### src/rtl/run_control.sv
`timescale 1ns/1ps
// run_control: front-panel execution sequencer for the 6502.
// Converts debounced keypad pulses into the CPU control pins RDY, RESn and NMIn.
// The CPU is halted at instruction boundaries by holding RDY low during the
// opcode-fetch cycle (SYNC high). The same mechanism lets it execute one
// instruction per step request.
//
// Ports:
//   clk        25 MHz system clock
//   rst_n      asynchronous active-low reset
//   phi2       PHI2, already synchronized to clk
//   sync       6502 SYNC, already synchronized to clk
//   b_runhalt  one-clk pulse, toggles run/halt
//   b_step     one-clk pulse, execute one instruction while halted
//   b_reset    one-clk pulse, reset the CPU
//   b_nmi      one-clk pulse, request an NMI
//   rdy        6502 RDY (0 stalls read cycles)
//   res_n      6502 RESn
//   nmi_n      6502 NMIn, active low
//   led_run    lit in RUN or HALTING
//   led_halt   lit in HALTED or either step state
//   busy       high in any state other than RUN and HALTED
module run_control #(
  parameter int unsigned RESET_CYCLES = 8,
  parameter int unsigned NMI_WIDTH    = 128,
  parameter bit          START_HALTED = 1'b0
) (
  input  logic clk,
  input  logic rst_n,
  input  logic phi2,
  input  logic sync,
  input  logic b_runhalt,
  input  logic b_step,
  input  logic b_reset,
  input  logic b_nmi,
  output logic rdy,
  output logic res_n,
  output logic nmi_n,
  output logic led_run,
  output logic led_halt,
  output logic busy
);

  localparam int RCW = (RESET_CYCLES > 1) ? $clog2(RESET_CYCLES + 1) : 1;
  localparam int NCW = (NMI_WIDTH > 1) ? $clog2(NMI_WIDTH + 1) : 1;

  // The reset counter stops one short of RESET_CYCLES: the fe that would
  // reach RESET_CYCLES is the one that releases res_n.
  localparam logic [RCW-1:0] RST_LAST = RCW'(RESET_CYCLES - 1);
  localparam logic [NCW-1:0] NMI_LAST = NCW'(NMI_WIDTH - 1);

  typedef enum logic [2:0] {
    ST_RESET      = 3'd0,
    ST_RUN        = 3'd1,
    ST_HALTING    = 3'd2,
    ST_HALTED     = 3'd3,
    ST_STEP_LEAVE = 3'd4,
    ST_STEP_WAIT  = 3'd5
  } state_e;

  state_e           state_q, state_d;
  logic [RCW-1:0]   rst_cnt_q, rst_cnt_d;
  logic             mode_halt_q, mode_halt_d;
  logic             phi2_q;
  logic [NCW-1:0]   nmi_cnt_q, nmi_cnt_d;
  logic             nmi_n_q, nmi_n_d;
  logic             rdy_q, rdy_d;
  logic             res_n_q, res_n_d;
  logic             led_run_q, led_run_d;
  logic             led_halt_q, led_halt_d;
  logic             busy_q, busy_d;

  logic fe;
  logic bnd;

  assign fe  = phi2_q & ~phi2;
  // Opcode fetch in PHI1: pulling RDY now still stalls this fetch.
  assign bnd = sync & ~phi2;

  // Next-state logic: b_reset preempts everything, then run/halt, then step.
  always_comb begin
    state_d     = state_q;
    rst_cnt_d   = rst_cnt_q;
    mode_halt_d = mode_halt_q;
    if (b_reset) begin
      state_d   = ST_RESET;
      rst_cnt_d = '0;
      // Remember whether the user was halted so the reset handler stops at
      // its first instruction; a reset during RESET keeps the earlier choice.
      case (state_q)
        ST_RUN, ST_HALTING:                       mode_halt_d = 1'b0;
        ST_HALTED, ST_STEP_LEAVE, ST_STEP_WAIT:   mode_halt_d = 1'b1;
        default:                                  mode_halt_d = mode_halt_q;
      endcase
    end else begin
      case (state_q)
        ST_RESET: begin
          if (fe) begin
            if (rst_cnt_q == RST_LAST) begin
              state_d = mode_halt_q ? ST_HALTING : ST_RUN;
            end else begin
              rst_cnt_d = rst_cnt_q + RCW'(32'd1);
            end
          end else begin
            rst_cnt_d = rst_cnt_q;
          end
        end
        ST_RUN: begin
          if (b_runhalt) begin
            state_d = ST_HALTING;
          end else begin
            state_d = ST_RUN;
          end
        end
        ST_HALTING: begin
          if (b_runhalt) begin
            state_d = ST_RUN;
          end else if (bnd) begin
            state_d = ST_HALTED;
          end else begin
            state_d = ST_HALTING;
          end
        end
        ST_HALTED: begin
          if (b_runhalt) begin
            state_d = ST_RUN;
          end else if (b_step) begin
            state_d = ST_STEP_LEAVE;
          end else begin
            state_d = ST_HALTED;
          end
        end
        ST_STEP_LEAVE: begin
          // SYNC is still high from the stalled fetch; wait for that cycle
          // to end before looking for the next boundary.
          if (b_runhalt) begin
            state_d = ST_RUN;
          end else if (fe) begin
            state_d = ST_STEP_WAIT;
          end else begin
            state_d = ST_STEP_LEAVE;
          end
        end
        ST_STEP_WAIT: begin
          if (b_runhalt) begin
            state_d = ST_RUN;
          end else if (bnd) begin
            state_d = ST_HALTED;
          end else begin
            state_d = ST_STEP_WAIT;
          end
        end
        default: begin
          state_d   = ST_RESET;
          rst_cnt_d = '0;
        end
      endcase
    end
  end

  // Output decode from the next state, so every pin is a flop output.
  always_comb begin
    rdy_d      = 1'b1;
    res_n_d    = 1'b1;
    led_run_d  = 1'b0;
    led_halt_d = 1'b0;
    busy_d     = 1'b1;
    case (state_d)
      ST_RESET: begin
        res_n_d = 1'b0;
      end
      ST_RUN: begin
        led_run_d = 1'b1;
        busy_d    = 1'b0;
      end
      ST_HALTING: begin
        led_run_d = 1'b1;
      end
      ST_HALTED: begin
        rdy_d      = 1'b0;
        led_halt_d = 1'b1;
        busy_d     = 1'b0;
      end
      ST_STEP_LEAVE, ST_STEP_WAIT: begin
        led_halt_d = 1'b1;
      end
      default: begin
        res_n_d = 1'b0;
      end
    endcase
  end

  // NMI pulse generator: non-retriggerable, independent of b_reset.
  always_comb begin
    nmi_n_d   = nmi_n_q;
    nmi_cnt_d = nmi_cnt_q;
    if (!nmi_n_q) begin
      if (nmi_cnt_q == '0) begin
        nmi_n_d = 1'b1;
      end else begin
        nmi_cnt_d = nmi_cnt_q - NCW'(32'd1);
      end
    end else if (b_nmi) begin
      nmi_n_d   = 1'b0;
      nmi_cnt_d = NMI_LAST;
    end else begin
      nmi_cnt_d = nmi_cnt_q;
    end
  end

  // Sequencer state, reset counter, mode memory and registered pins.
  always_ff @(posedge clk or negedge rst_n) begin
    if (!rst_n) begin
      state_q     <= ST_RESET;
      rst_cnt_q   <= '0;
      mode_halt_q <= START_HALTED;
      rdy_q       <= 1'b1;
      res_n_q     <= 1'b0;
      led_run_q   <= 1'b0;
      led_halt_q  <= 1'b0;
      busy_q      <= 1'b1;
    end else begin
      state_q     <= state_d;
      rst_cnt_q   <= rst_cnt_d;
      mode_halt_q <= mode_halt_d;
      rdy_q       <= rdy_d;
      res_n_q     <= res_n_d;
      led_run_q   <= led_run_d;
      led_halt_q  <= led_halt_d;
      busy_q      <= busy_d;
    end
  end

  // PHI2 history for edge detection and the NMI pulse state.
  always_ff @(posedge clk or negedge rst_n) begin
    if (!rst_n) begin
      phi2_q    <= 1'b0;
      nmi_n_q   <= 1'b1;
      nmi_cnt_q <= '0;
    end else begin
      phi2_q    <= phi2;
      nmi_n_q   <= nmi_n_d;
      nmi_cnt_q <= nmi_cnt_d;
    end
  end

  assign rdy      = rdy_q;
  assign res_n    = res_n_q;
  assign nmi_n    = nmi_n_q;
  assign led_run  = led_run_q;
  assign led_halt = led_halt_q;
  assign busy     = busy_q;

endmodule

### config.mk
export PLATFORM = sky130hd
export DESIGN_NAME = run_control
export DESIGN_NICKNAME = d
export VERILOG_FILES = /design/src/rtl/run_control.sv
export SDC_FILE = /design/constraint.sdc
export NUM_CORES = 1
export LEC_CHECK = 0
export CAP_MARGIN = 10
export CORE_MARGIN = 8
export CORE_UTILIZATION = 49
export CTS_CLUSTER_SIZE = 25
export DETAILED_ROUTE_END_ITERATION = 10
export PLACE_DENSITY_LB_ADDON = 0.1
export SETUP_SLACK_MARGIN = 0.4
export SYNTH_ARGS = -nofsm -noshare
export SYNTH_HDL_FRONTEND = slang
export SYNTH_SLANG_ARGS = --single-unit
### constraint.sdc
create_clock -name clk -period 1.85 [get_ports clk]
set_clock_uncertainty 0.1 [all_clocks]
set_input_delay 0.2775 -clock clk [delete_from_list [all_inputs] [get_ports clk]]
set_output_delay 0.2775 -clock clk [all_outputs]
set_load 0.05 [all_outputs]
==> flow_summary.yaml <==
clock_tree:
  cts_inserted_buffers: 3
  clk_latency_ps: 320
  clock_sinks: 23
  cts_buffer_depth: 2
  clk_pin_slew_ps: 140
  htreeDepth: 1
  tritoncts: "done"
  clockRootBuffer: "clkbuf_4"
  ctsHoldBuffers: 0
sta:
  fmax_mhz: 538.3
  tns_ps: -12.21
  fin_crit_sh_pct: 100.4
  hold_viol: 0
  setup_viol: 2
  rsz0062_at_grt: "true"
  fin_ws_ps: -7.833
  slew_violations: 0
  worstMarginPinSlew_ps: 317.6
  max_slew_margin_pct: 78.83
  period_needed_ps: 1858
global_routing:
  grtUsageTotal_pct: 15.42
  grt_pass1_wl_um: 5375
  grt_pass1_vias: 1179
  grt_max_degree: 24
  grt_overflow: 0
  antenna_found_initial: 0
critical_path:
  cp.depth: 7
  required_ps: 2010
  slowest_stage: "dfrtp_1"
  slowest_delay_ps: 430
  rr_worst_depth: 7
  critical_path.top_delay_family: "simple AND/OR/NAND/NOR gates"
  path_cells: "inv_2, ha_4, or3b_4, nor3_4, buf_4, a211oi_2, a21oi_1"
  critPathCaptureType: "flop"
  cp.arrival_ps: 2010
  worstSetupPathType: "flop to flop"
  worstSetupStartpointType: "flop"
  crit_buf_inv: 2
  crit_path_max_fanout: 4
power:
  swShare_pct: 39.67
  combPwrFrac_pct: 47.9
  power_density_mw_per_mm2: 953.8
  leakagePower_nw: 0.8656
  p_int_mw: 1.146
  p_switching_uw: 753.2
  sequentialPowerShare_pct: 38.6
  max-vdd-ir-drop_mv: 1.078
  power_mw: 1.899
  p_clk_share_pct: 13.4
synth:
  yosysWarnings: 0
  synth-seq-cells: 23
  syn_inst: 134
  synth_edf_count: 0
  synth.distinct_cells: 45
  netlist_area_sq_mm: 0.001254
  syn_avg_cell_area_sq_um: 9.356
  async_flop_share_pct: 100.0
  ys.flop_type: "dfrtp_1"
  yosysSeqAreaShare_pct: 46.21
  synth_nets: 145
final_layout:
  final_common_cell: "buf_4"
  multi_input_comb_area_sq_um: 842.1
  layout.nets: 198
  syn_to_final_growth_pct: 58.78
  insertedDiodeCount: 0
  most-common-layout-cells: "32 x buf_4, 18 x dfrtp_1, 11 x buf_6, 10 x nor2_1"
  ff_latch_area_sq_um: 585.6
  fillers: 139
  drive_gt1_share_pct: 48.92
  final_cells: 216
route:
  viasPerCell: 6.144
  first_iter_violations: 88
  routedWlPerCell_um: 18.55
  dr_total_vias: 1327
  drc_errors: 0
  drtPass1Iterations: 4
  ant_nets: 0
  wl_um: 4007
floorplanning:
  chipWidth_um: 66.58
  num_rows: 18
  die_area_sq_mm: 0.004433
  core_sq_mm: 0.002455
  io_pins: 14
  start_util_pct: 51.07
  die_h_um: 66.58
place:
  dp_hpwl_um: 2080
  io_buffers: 13
  gp_congestion: 0.8133
  dp_cells: 188
run_status:
  status: "complete, but fails checks"
  violations: "negative setup slack"
min_path:
  hp-class: "input port to async pin"
run:
  drv_cap: 0
[state kept, by name, summed over array words and instances (netlist names)]
| register | flops |
|---|---|
| res_n | 1 |
| rdy | 1 |
| rst_cnt_q | 4 |
| nmi_cnt_q | 8 |
| busy | 1 |
| phi2_q | 1 |
| state_q | 3 |
| led_run | 1 |
| mode_halt_q | 1 |
| led_halt | 1 |
| nmi_n | 1 |
[worst register-to-register path: stages, from the launching register on]
cell and delay [ps]:
dfrtp_1 430, inv_2 90, ha_4 120, or3b_4 420, nor3_4 300, buf_4 160
a211oi_2 50, a21oi_1 120
[repair_timing]
item	4_1_cts	5_1_grt
pin swaps	14	17
buffers inserted	13	11
setup endpoints to repair	22	25
endpoints found under the hold margin	0	0
resized for setup	23	36
[per-stage QoR]
step	setup WS [ps]	hold WS [ps]	instance area, sq um	utilization (%)
detailed placement	-84.09	410.2	1574	64.12
CTS	40.33	203.2	1765	71.92
floorplan	111.9	-118.1	1326	-
global placement	-70.24	393.0	1574	64.12
finish	-7.833	185.5	1991	81.09
global route	-78.63	228.6	1991	81.09
[per-layer routing]
layer  part of all wire (%)  global-route usage, %  up-vias
met3                    7.3                  2.685       10
met1                     39                  18.56      655
met5                      0                      0        -
met2                     51                  26.64       72
li1                       -                      -      590
met4                    2.3                  5.600        0
[final cells by class]
type | instances | area share, %
inverter | 10 | 2.011
tap | 30 | 1.886
timing repair buffer | 52 | 23.07
clock buffer | 4 | 1.320
sequential | 23 | 29.42
multi-input combinational | 97 | 42.30
[power by group through the flow]
stage                     registers (mW)  logic [mW]  clock network (mW)
after detailed placement           0.722       0.641                   0
after global placement             0.712       0.608                   0
after global routing               0.737       0.985               0.273
final                              0.733       0.910               0.255
after floorplan                    0.743       0.380                   0
after CTS                          0.707       0.738               0.247
[final timing paths]
path / from / to / slack (ps)
worst min register to register: rst_cnt_q[2] / rst_cnt_q[2] / 450
worst max-delay path: nmi_cnt_q[1] / nmi_cnt_q[1] / -8
worst max register to register: nmi_cnt_q[1] / nmi_cnt_q[1] / -8
min in group clk: rst_cnt_q[2] / rst_cnt_q[2] / 450
worst min-delay path: rst_n / res_n / 190
max in group asynchronous: rst_n / nmi_n / 1180
[cell families (layout without fill, tap and decap cells)]
kind of cell             Yosys count  in the layout  synth area share (%)
flip-flops                        23             23                 46.21
XOR/XNOR                           1              1                0.6987
buffers and inverters             14             66                 4.590
AO/OA/AOI/OAI                     44             44                 22.46
adder cells (fa/ha/maj)            3              3                 2.994
AND/OR/NAND/NOR                   47             47                 21.36
multiplexers                       2              2                 1.697
[synthesized netlist by cell type, drive strengths merged, types with 2 or more instances]
| library cell | instances | area, sq um |
|---|---|---|
| nor2 | 11 | 41.29 |
| buf | 2 | 12.51 |
| o22ai | 2 | 12.51 |
| a21oi | 7 | 35.03 |
| o21ai | 16 | 80.08 |
| clkbuf | 2 | 7.510 |
| a31oi | 3 | 18.77 |
| nand3b | 4 | 30.03 |
| nor2b | 4 | 25.02 |
| ha | 3 | 37.54 |
| or3 | 4 | 25.02 |
| o31ai | 2 | 15.01 |
| nor3 | 5 | 35.03 |
| nand3 | 3 | 15.01 |
| a211oi | 2 | 20.02 |
| dfrtp | 20 | 500.5 |
| nand2 | 5 | 18.77 |
| dfstp | 3 | 78.83 |
| inv | 10 | 37.53 |
| o21bai | 2 | 15.01 |
| nand2b | 5 | 31.28 |
Power figures use the tool's default switching activity.
